**config.mk**
```make
export PLATFORM = sky130hd
export DESIGN_NAME = layer_output_packer_flat
export DESIGN_NICKNAME = d
export VERILOG_FILES = /design/src/rtl/mlp_pkg.sv /design/src/rtl/layer_output_packer_if.sv /design/src/rtl/packer_frame_collector.sv /design/src/rtl/layer_output_packer.sv /design/src/flat_wrapper.sv
export SDC_FILE = /design/constraint.sdc
export NUM_CORES = 1
export LEC_CHECK = 0
export BUFFER_PORTS_ARGS = -buffer_cell sky130_fd_sc_hd__buf_2
export CAP_MARGIN = 10
export CORE_ASPECT_RATIO = 1.1
export CORE_MARGIN = 2
export CORE_UTILIZATION = 50
export DETAILED_ROUTE_END_ITERATION = 16
export GPL_TIMING_DRIVEN = 0
export PLACE_DENSITY_LB_ADDON = 0.3
export SETUP_SLACK_MARGIN = 0.2
export SYNTH_ARGS = -nofsm -noshare
export SYNTH_HDL_FRONTEND = slang
export SYNTH_SLANG_ARGS = --single-unit
```
**constraint.sdc**
```tcl
create_clock -name i_clk -period 1.9 [get_ports i_clk]
set_input_delay 0.095 -clock i_clk [delete_from_list [all_inputs] [get_ports i_clk]]
set_output_delay 0.095 -clock i_clk [all_outputs]
set_load 0.005 [all_outputs]
```
**src/rtl/mlp_pkg.sv**
```systemverilog
// rtl/mlp_pkg.sv - shared constants and packer FSM encoding for the MLP output path
package mlp_pkg;

    // Defaults shared with the argmax stage so both ends agree on lane order and width.
    localparam int unsigned MLP_NUM_INPUT   = 10;
    localparam int unsigned MLP_INPUT_WIDTH = 16;

    typedef enum logic {
        PACK_IDLE  = 1'b0,
        PACK_GUARD = 1'b1
    } pack_state_e;

endpackage

```
**src/rtl/layer_output_packer_if.sv**
```systemverilog
// rtl/layer_output_packer_if.sv - serial word input and packed frame output bundle (PACKER_LAST_CHECK_EN adds i_last/o_frame_err)
interface layer_output_packer_if
    import mlp_pkg::*;
#(
    parameter int unsigned numInput   = MLP_NUM_INPUT,
    parameter int unsigned inputWidth = MLP_INPUT_WIDTH
);
    logic [inputWidth-1:0]          i_data;
    logic                           i_valid;
    logic [numInput*inputWidth-1:0] o_data;
    logic                           o_data_valid;
    logic                           o_overrun;
`ifdef PACKER_LAST_CHECK_EN
    logic                           i_last;
    logic                           o_frame_err;

    modport master (output i_data, i_valid, i_last,
                    input  o_data, o_data_valid, o_overrun, o_frame_err);
    modport slave  (input  i_data, i_valid, i_last,
                    output o_data, o_data_valid, o_overrun, o_frame_err);
`else
    modport master (output i_data, i_valid,
                    input  o_data, o_data_valid, o_overrun);
    modport slave  (input  i_data, i_valid,
                    output o_data, o_data_valid, o_overrun);
`endif
endinterface

```
**src/rtl/packer_frame_collector.sv**
```systemverilog
// rtl/packer_frame_collector.sv - gathers serial words into a frame buffer (PACKER_LAST_CHECK_EN adds framing check)
module packer_frame_collector
    import mlp_pkg::*;
#(
    parameter int unsigned numInput   = MLP_NUM_INPUT,
    parameter int unsigned inputWidth = MLP_INPUT_WIDTH
) (
    input  logic                           i_clk,
    input  logic                           i_rst_n,
    input  logic [inputWidth-1:0]          i_data,
    input  logic                           i_valid,
`ifdef PACKER_LAST_CHECK_EN
    input  logic                           i_last,
    output logic                           o_frame_err,
`endif
    output logic [numInput*inputWidth-1:0] o_frame,
    output logic                           o_frame_done
);

    localparam int unsigned      CNT_W     = (numInput > 1) ? $clog2(numInput) : 1;
    localparam logic [CNT_W-1:0] LAST_LANE = CNT_W'(numInput - 1);

    logic [CNT_W-1:0]               wr_cnt_q, wr_cnt_d;
    logic [numInput*inputWidth-1:0] collect_q, collect_d;
    logic                           at_last;
    logic                           accept;
`ifdef PACKER_LAST_CHECK_EN
    logic                           frame_err_q, frame_err_d;
`endif

    // Lane write and word counter; the completed frame is exposed combinationally so the
    // final word reaches the pending slot on the same edge it is sampled.
    always_comb begin
        at_last   = (wr_cnt_q == LAST_LANE);
        accept    = i_valid;
        wr_cnt_d  = wr_cnt_q;
        collect_d = collect_q;
`ifdef PACKER_LAST_CHECK_EN
        frame_err_d = i_valid && (i_last != at_last);
        accept      = i_valid && !frame_err_d;
        if (frame_err_d) begin
            wr_cnt_d = '0;
        end
`endif
        if (accept) begin
            for (int k = 0; k < numInput; k++) begin
                if (wr_cnt_q == CNT_W'(k)) begin
                    collect_d[k*inputWidth +: inputWidth] = i_data;
                end
            end
            wr_cnt_d = at_last ? '0 : wr_cnt_q + CNT_W'(1);
        end
    end

    assign o_frame      = collect_d;
    assign o_frame_done = accept && at_last;

    // Collector state registers.
    always_ff @(posedge i_clk or negedge i_rst_n) begin
        if (!i_rst_n) begin
            wr_cnt_q    <= '0;
            collect_q   <= '0;
`ifdef PACKER_LAST_CHECK_EN
            frame_err_q <= 1'b0;
`endif
        end else begin
            wr_cnt_q    <= wr_cnt_d;
            collect_q   <= collect_d;
`ifdef PACKER_LAST_CHECK_EN
            frame_err_q <= frame_err_d;
`endif
        end
    end

`ifdef PACKER_LAST_CHECK_EN
    assign o_frame_err = frame_err_q;
`endif

endmodule

```
**src/rtl/layer_output_packer.sv**
```systemverilog
// rtl/layer_output_packer.sv - packs a layer's serial outputs into one guarded frame pulse for argmax (PACKER_LAST_CHECK_EN optional)
module layer_output_packer
    import mlp_pkg::*;
#(
    parameter int unsigned numInput    = MLP_NUM_INPUT,
    parameter int unsigned inputWidth  = MLP_INPUT_WIDTH,
    parameter int unsigned guardCycles = numInput + 1
) (
    input  logic                  i_clk,
    input  logic                  i_rst_n,
    layer_output_packer_if.slave  bus
);

    localparam int unsigned NW         = numInput * inputWidth;
    localparam int unsigned GUARD_INIT = (guardCycles > 0) ? guardCycles - 1 : 0;
    localparam int unsigned GW         = (GUARD_INIT > 0) ? $clog2(GUARD_INIT + 1) : 1;

    logic [NW-1:0] frame;
    logic          frame_done;

    pack_state_e   state_q, state_d;
    logic [GW-1:0] guard_cnt_q, guard_cnt_d;
    logic          pend_full_q, pend_full_d;
    logic [NW-1:0] pend_data_q, pend_data_d;
    logic [NW-1:0] out_data_q, out_data_d;
    logic          out_valid_q, out_valid_d;
    logic          overrun_q, overrun_d;
    logic          drain;

    packer_frame_collector #(
        .numInput   (numInput),
        .inputWidth (inputWidth)
    ) u_collector (
        .i_clk        (i_clk),
        .i_rst_n      (i_rst_n),
        .i_data       (bus.i_data),
        .i_valid      (bus.i_valid),
`ifdef PACKER_LAST_CHECK_EN
        .i_last       (bus.i_last),
        .o_frame_err  (bus.o_frame_err),
`endif
        .o_frame      (frame),
        .o_frame_done (frame_done)
    );

    // Emitter FSM and pending slot: a frame arriving while the slot drains is accepted,
    // otherwise it is dropped and flagged so the in-flight frame is never overwritten.
    always_comb begin
        state_d     = state_q;
        guard_cnt_d = guard_cnt_q;
        pend_full_d = pend_full_q;
        pend_data_d = pend_data_q;
        out_data_d  = out_data_q;
        out_valid_d = 1'b0;
        overrun_d   = 1'b0;
        drain       = 1'b0;
        case (state_q)
            PACK_IDLE: begin
                if (pend_full_q) begin
                    out_data_d  = pend_data_q;
                    out_valid_d = 1'b1;
                    drain       = 1'b1;
                    pend_full_d = 1'b0;
                    guard_cnt_d = GW'(GUARD_INIT);
                    state_d     = PACK_GUARD;
                end
            end
            PACK_GUARD: begin
                if (guard_cnt_q == '0) begin
                    state_d = PACK_IDLE;
                end else begin
                    guard_cnt_d = guard_cnt_q - GW'(1);
                end
            end
            default: state_d = PACK_IDLE;
        endcase
        if (frame_done) begin
            if (!pend_full_q || drain) begin
                pend_data_d = frame;
                pend_full_d = 1'b1;
            end else begin
                overrun_d = 1'b1;
            end
        end
    end

    // Emitter, pending slot and output registers.
    always_ff @(posedge i_clk or negedge i_rst_n) begin
        if (!i_rst_n) begin
            state_q     <= PACK_IDLE;
            guard_cnt_q <= '0;
            pend_full_q <= 1'b0;
            pend_data_q <= '0;
            out_data_q  <= '0;
            out_valid_q <= 1'b0;
            overrun_q   <= 1'b0;
        end else begin
            state_q     <= state_d;
            guard_cnt_q <= guard_cnt_d;
            pend_full_q <= pend_full_d;
            pend_data_q <= pend_data_d;
            out_data_q  <= out_data_d;
            out_valid_q <= out_valid_d;
            overrun_q   <= overrun_d;
        end
    end

    assign bus.o_data       = out_data_q;
    assign bus.o_data_valid = out_valid_q;
    assign bus.o_overrun    = overrun_q;

endmodule

```
**src/flat_wrapper.sv**
```systemverilog
// flat-port wrapper written by rule: the top's interface ports become plain ports
module layer_output_packer_flat import mlp_pkg::*;
#(
    parameter int unsigned numInput    = MLP_NUM_INPUT,
    parameter int unsigned inputWidth  = MLP_INPUT_WIDTH,
    parameter int unsigned guardCycles = numInput + 1
)
  (i_clk, i_rst_n, bus_i_data, bus_i_valid, bus_o_data, bus_o_data_valid, bus_o_overrun);
  layer_output_packer_if #(.numInput(numInput), .inputWidth(inputWidth)) bus_i ();
  input  logic i_clk;
  input  logic i_rst_n;
  input wire logic [$bits(bus_i.i_data)-1:0] bus_i_data;
  input wire logic [$bits(bus_i.i_valid)-1:0] bus_i_valid;
  output wire logic [$bits(bus_i.o_data)-1:0] bus_o_data;
  output wire logic [$bits(bus_i.o_data_valid)-1:0] bus_o_data_valid;
  output wire logic [$bits(bus_i.o_overrun)-1:0] bus_o_overrun;
  assign bus_i.i_data = bus_i_data;
  assign bus_i.i_valid = bus_i_valid;
  assign bus_o_data = bus_i.o_data;
  assign bus_o_data_valid = bus_i.o_data_valid;
  assign bus_o_overrun = bus_i.o_overrun;
  layer_output_packer #(.numInput(numInput), .inputWidth(inputWidth), .guardCycles(guardCycles)) u_core (.i_clk(i_clk), .i_rst_n(i_rst_n), .bus(bus_i));
endmodule
```
==> results.md, run 1 <==
- CP peak stage delay: 0.37 ns
- Mapped cell area: about 18000 µm²
- # setup viols final: 0
- Sequential share of the synthesized area: 66.5%
- Routability Congestion: 0.742
- Mean Syn Cell Area: 12.8 µm²
- Maximum VDD drop: around 0.68 mV
- Longest Clk Path Bufs: 3
- Remaining Overflow, GRT: 0
- Commonest non-fill, non-tap cell in the layout: nand2_1
- Fmax: approximately 560 MHz
- Routed WL per cell: 19.0 µm
- IO Port Bufs: 180
- Die area: 37400 µm²
- Crit-path slowest cell: dfrtp_1
- Worst reg-to-reg path cell count: 8
- Routed wl met3: 1830 µm
- WP data required: 2.33 ns
- Fin. Hold Viols: 0
- RSZ-0062 raised after global routing: true
- Largest net degree at the start of global routing: around 130
- Min Tclk post-route: 1.80 ns
- Clock slew seen by the registers of the worst setup and hold paths: 0.06 ns
- Clock tree from TritonCTS: done
- Nets: 1701
- Area share of the largest cell type after synthesis: 66.5%
- Die W: 184 µm
- WL met2: 20100 µm
- TritonRoute pass-1 iters: 5
- Setup ws final: between 0.1 and 0.15 ns
- HP Class: in -> async
- Chip Height: 203 µm
- Clk Tree Root Cell: clkbuf_16
- CTS Sinks: 476
- Routed length on met1: 18900 µm
- Tcrit/Tclk final: 94.6%
- Slew margin rel.: 32.6%
- Yosys cell types: 31
- Routed Antenna Nets: 0
- Outcome: completed
- Vias/cell: between 5 and 6
- EDFF count, synth: 0
- Critical path class: reg -> reg
- Cell accounting for the most synthesized area: dfrtp_1
- Synth warn: 0
- WL final: 41700 µm
- Reg2reg start: u_core.u_collector.wr_cnt_q[1]
- Top Metal Used: met4
- Number of global-route vias before repair: 11.2k
- Net Count, Synth: 1415
- Most frequent cells in the layout: 487 x nand2_1, 474 x dfrtp_1, 199 x mux2_2, 186 x buf_2, 86 x mux2_4
- Max_cap viols: 0
- Design Power: roughly 34 mW
- Core Footprint: 35200 µm²
- Clock buffer count from CTS: 46
- Async set-reset flop share out of synthesis: between 90% and 100%
- Leak Pwr: 12.0 nW
- Clk_skew: 0.0163 ns
- Power Dens Cells: 1520 nW/µm²
- First-pass GRT wire length: 62900 µm
- Cells after synthesis: around 1.4k
- Measured slew at the worst slew-check pin: 1.01 ns
- Area after DPL: 19500 µm²
- Io pins: 181
- Htree depth: 2
- Setup TNS: 0 ns
- R2R setup slack: 0.10 ns
- R2r endpoint: u_core.pend_data_q[6]
- Initial Util: roughly 51%
- Synth Register Bits: 476
- Main synth FF type: dfrtp_1
- Post-route DRC: 0
- Number of antenna violations at the first check in global routing: 2
- Pre-CTS setup slack: -0.714 ns
- Total GRT Usage: around 22%
- CP Launch Type: flop
- Layout cell share with drive strength beyond 1: 37.8%
- WP data arrival: 2.23 ns
- Ranking of synthesized cells by area: dfrtp_1 66%, mux2_2 13%, nand2_1 10%
- Final instance area: 22500 µm²
- Via Count: 11.1k
- Worst setup EP type: flop
- DP Wirelength: approximately 25000 µm
- Max FO, Critical Path: 6
- Filler cells: 2630
- Area delta synth->final: 25.7%
- DRT iter0 DRCs: 689
- CP Cell Sequence: buf_6 -> nor3b_4 -> nand3_4 -> buf_12 -> buf_12 -> buf_8 -> buf_8 -> mux2_4
- Fin. max-slew vios: 0
- Row count: 72
- Latest clock arrival within the worst-skew pair: 0.56 ns
worst max-delay path: cells and delay by family (launching register included):
family | cells | cell delay (ns)
buffers and inverters | 5 | 0.64
multiplexers | 1 | 0.30
flip-flops | 1 | 0.37
AND/OR/NAND/NOR | 2 | 0.36
cells in the mapped netlist, types with 2 or more instances:
cell and count:
buf_4 4, o21ai_0 6, nand2b_1 2, dfrtp_1 476, inv_1 3, clkbuf_1 37, mux2i_1 5, mux2_2 204
nand2_1 488, nand3_2 5, and3_1 2, nor2_1 5, buf_6 11, mux2_1 100, buf_1 4, buf_2 28
cell type report:
class,instances,area [µm²],area share (%)
sequential,476,11900,52.9
multi-input combinational,830,5940,26.4
timing repair buffer,238,1790,7.96
clock buffer,69,1380,6.12
buffer,84,738,3.28
tap,481,602,2.67
clock inverter,10,134,0.594
inverter,5,23.8,0.106
antenna,1,2.50,0.0111
logic make-up (layout without fill, tap and decap cells):
logic type | after synthesis | after routing | synth area share, %
and+or+nand+nor | 511 | 511 | 11.1
DFF | 476 | 476 | 66.5
muxes | 309 | 309 | 19.4
buffers and inverters | 89 | 406 | 2.60
AOI/OAI and AO/OA | 7 | 7 | 0.216
xor gates and xnor gates | 2 | 2 | 0.0978
adders and majority gates | 1 | 1 | 0.0698
other | 0 | 1 | 0
routing by layer:
| layer | up-vias | track usage, % |
|---|---|---|
| li1 | 5125 | - |
| met1 | 5652 | 31.4 |
| met2 | 210 | 35.6 |
| met3 | 69 | 3.34 |
| met4 | 0 | 5.77 |
| met5 | - | 0 |
worst max-delay path by stage:
stage,startpoint,end,slack (ns),cells after the start
2_1_floorplan,u_core.u_collector.wr_cnt_q[2],u_core.u_collector.collect_q[102],0.26,6
3_3_place_gp,i_rst_n,u_core.bus.o_data[90],-8.44,1
3_5_place_dp,u_core.state_q,u_core.bus.o_data[140],-0.71,7
4_1_cts,u_core.u_collector.wr_cnt_q[2],u_core.pend_data_q[3],0.12,8
5_1_grt,u_core.u_collector.wr_cnt_q[2],u_core.pend_data_q[6],0.06,8
6_report,u_core.u_collector.wr_cnt_q[1],u_core.pend_data_q[6],0.10,8
state kept, by name (all words and copies together) (netlist names), 4 cells and up:
signal	cells
u_core.bus.o_data	160
u_core.pend_data_q	160
u_core.u_collector.collect_q	144
u_core.guard_cnt_q	4
u_core.u_collector.wr_cnt_q	4
where the power goes:
group	total (mW)	switching [mW]	internal, mW	leakage (nW)
sequential	16.3	2.20	14.1	6.13
clock	9.17	3.77	5.40	0.740
combinational	8.66	3.56	5.10	5.10
per-stage QoR:
step           utilization, %  hold slack, ns  instances
6_report                 63.9           0.196       2194
5_1_grt                  63.9           0.268       2193
4_1_cts                  62.1           0.237       2172
3_5_place_dp             55.4           0.236       2059
3_3_place_gp             55.1           0.321       2056
2_1_floorplan               -          -0.201       1395
timing repair:
action                                  CTS  global route
cloned                                    6            10
hold buffers                             18             0
pin swaps                                 2             4
setup buffers                            10            11
resized for setup                       122            89
hold endpoints to repair                124             0
endpoints found under the setup margin  419           361
Note: power is estimated with default switching activity, not from simulation.
==> inputs of run 2 (changes only) <==
--- a/config.mk
+++ b/config.mk
@@ -5,6 +5,7 @@
 export SDC_FILE = /design/constraint.sdc
 export NUM_CORES = 1
 export LEC_CHECK = 0
+export ABC_AREA = 1
 export BUFFER_PORTS_ARGS = -buffer_cell sky130_fd_sc_hd__buf_2
 export CAP_MARGIN = 10
 export CORE_ASPECT_RATIO = 1.1
==> results.md, run 2 <==
- Most numerous cell in the Yosys netlist: nand2_1
- DRT iter0 DRCs: 1285 (+87%)
- Maximum VDD drop: 0.990 mV (+45%)
- Design Power: 36.3 mW (+6.2%)
- Path length in cells of the critical path: 6 (-2)
- Outcome: completed
- HP Class: in -> async
- Clk_skew: 0.0154 ns (-0.000935 ns)
- Ranking of synthesized cells by area: dfrtp_1 62%, nand2_1 19%, nand3_1 6.1%
- Commonest non-fill, non-tap cell in the layout: nand2_1
- Commonest cells post-synth: 996 x nand2_1, 476 x dfrtp_1, 236 x nand3_1
- CP Launch Type: primary input
- Mean Syn Cell Area: 8.80 µm² (-32%)
- Worst path top cell family by delay: buffers and inverters
- Post-layout util: 61.0% (-2.9 points)
- Power Dens Cells: 1560 nW/µm² (+3.2%)
- Fin. Hold Viols: 0 (unchanged)
- FF+latch area: 11900 µm² (unchanged)
- Mapped cell area: 19200 µm² (+7.4%)
- Async set-reset flop share out of synthesis: 100% (unchanged)
- Area share of the largest cell type after synthesis: 61.9% (-4.6 points)
- Vias/cell: 5.01 (-0.61%)
- WP data arrival: 2.16 ns (-0.07 ns)
- Filler cells: 3213 (+22%)
- Htree depth: 2 (unchanged)
- IO Port Bufs: 180 (unchanged)
- Cells after synthesis: 2187 (+57%)
- Fmax: 584 MHz (+5.0%)
- Fin. max-slew vios: 0 (unchanged)
- Routed Antenna Nets: 0 (unchanged)
- Total GRT Usage: 25.1% (+3.1 points)
- Synth Register Bits: 476 (unchanged)
- Nets: 2485 (+46%)
- # setup viols final: 0 (unchanged)
- Pre-CTS setup slack: -0.666 ns (+0.0476 ns)
- Crit path buf inv count: 4 (-1)
- Clock slew seen by the registers of the worst setup and hold paths: 0.06 ns (about the same)
- Ant diodes: 0 (-1)
- Initial Util: 50.6% (-0.25 points)
- Main synth FF type: dfrtp_1
- Row count: 75 (+4.2%)
- Via Count: 15.0k (+36%)
- Clk Tree Root Cell: clkbuf_16
- Io pins: 181 (unchanged)
- RSZ-0062 raised after global routing: true
- CP Cell Sequence: dlygate4sd3_1 -> buf_2 -> inv_1 -> clkbuf_1 -> nand3_1 -> and2_1
- Setup ws final: 0.189 ns (+0.0860 ns)
- Routability Congestion: 0.797 (+7.5%)
- Core Footprint: 38000 µm² (+7.9%)
- DP Wirelength: 31600 µm (+25%)
- Max FO, Critical Path: 9 (+3)
- Setup TNS: 0 ns (unchanged)
- Sequential share of the synthesized area: 61.9% (-4.6 points)
- Area delta synth->final: 20.5%
- Cell accounting for the most synthesized area: dfrtp_1
- Worst setup EP type: flop
- Latest clock arrival within the worst-skew pair: 0.56 ns (about the same)
- Most frequent cells in the layout: 990 x nand2_1, 474 x dfrtp_1, 230 x nand3_1, 195 x buf_2, 153 x inv_1
- Chip Height: 210 µm (+3.5%)
- Number of antenna violations at the first check in global routing: 1 (-1)
- Die W: 191 µm (+3.5%)
- Crit-path slowest cell: clkbuf_1
- WL final: 49400 µm (+18%)
- Min Tclk post-route: 1.71 ns (-0.0860 ns)
- Slew margin rel.: 19.2% (-13 points)
- Clock tree from TritonCTS: done
- Fin Hold WS: 0.107 ns (-0.0886 ns)
- CP peak stage delay: 0.85 ns (+0.48 ns)
- Longest Clk Path Bufs: 3 (unchanged)
- Net Count, Synth: 2207 (+56%)
- CTS Sinks: 476 (unchanged)
- Critical path class: in -> reg
- Tcrit/Tclk final: 90.1% (-4.5 points)
- Synth warn: 0 (unchanged)
- Multi-input logic area: 6290 µm² (+6.0%)
- TritonRoute pass-1 iters: 7 (+2)
- Yosys cell types: 24 (-23%)
- Max_cap viols: 0 (unchanged)
- First-pass GRT wire length: 79100 µm (+26%)
- Number of global-route vias before repair: 15.0k (+34%)
- Largest net degree at the start of global routing: 125 (-2.3%)
- Measured slew at the worst slew-check pin: 1.21 ns (+0.202 ns)
- Die area: 40100 µm² (+7.2%)
- Leak Pwr: 12.7 nW (+6.4%)
- EDFF count, synth: 0 (unchanged)
- Worst reg-to-reg path cell count: 8 (unchanged)
- Area after DPL: 20900 µm² (+7.0%)
- Routed WL per cell: 16.5 µm (-13%)
- Remaining Overflow, GRT: 0 (unchanged)
- Non-Filler Instances: 2998 (+37%)
- WP data required: 2.35 ns (+0.02 ns)
- Final instance area: 23200 µm² (+3.0%)
- Post-route DRC: 0 (unchanged)
- Clock buffer count from CTS: 48 (+4.3%)
- Layout cell share with drive strength beyond 1: 15.8% (-22 points)
- Placed cell count: 2871 (+39%)
-- run 2: cell type report --
class / instances / share of cell area (%)
tap: 500 / 2.70
timing repair buffer: 228 / 6.26
sequential: 476 / 51.4
clock inverter: 13 / 0.604
buffer: 118 / 3.31
clock buffer: 70 / 6.02
inverter: 159 / 2.60
multi-input combinational: 1434 / 27.1
-- run 2: path summary, 6_finish.rpt --
| check | start | end | slack (ns) |
|---|---|---|---|
| min | i_rst_n | u_core.bus.o_data[108] | 0.11 |
| max | bus_i_data[15] | u_core.u_collector.collect_q[31] | 0.19 |
| max reg2reg | u_core.u_collector.wr_cnt_q[0] | u_core.u_collector.collect_q[142] | 0.23 |
| min in group i_clk | bus_i_data[11] | u_core.pend_data_q[91] | 0.45 |
| min reg2reg | u_core.pend_data_q[122] | u_core.bus.o_data[122] | 0.46 |
| max in group asynchronous | i_rst_n | u_core.pend_data_q[63] | 0.50 |
-- run 2: cells by family after synthesis --
family | Yosys count | synth area share [%]
AND/OR/NAND/NOR | 1393 | 30.7
flip-flops | 476 | 61.9
buffers and inverters | 277 | 5.98
AO/OA/AOI/OAI | 38 | 1.22
XOR/XNOR | 2 | 0.0911
adder cells (fa/ha/maj) | 1 | 0.0650
-- run 2: timing repair --
action                                 CTS  global route
resized for setup                       52           116
pin swaps                                2            13
setup endpoints to repair              453           303
endpoints found under the hold margin  106             2
hold buffers                            17             1
cloned                                   0             3
setup buffers                           11            12
-- run 2: worst register-to-register path: cells and delay by family, from the launching register on --
family / cells / cell delay (ns)
AND/OR/NAND/NOR: 4 / 0.58
buffers and inverters: 4 / 0.52
flip-flops: 1 / 0.45
-- run 2: power breakdown --
group	leakage (nW)	total (mW)	switching [mW]	internal, mW
clock network	0.764	9.30	3.84	5.47
registers	5.84	16.8	2.21	14.6
logic	6.13	10.1	5.72	4.40
total	12.7	36.3	11.8	24.5
-- run 2: metal layers --
layer	track usage [%]	wire [µm]	vias up
li1	-	-	7211
met5	0	11	-
met3	3.85	3240	102
met4	6.52	1380	2
met2	40.6	23400	454
met1	35.6	21400	7246
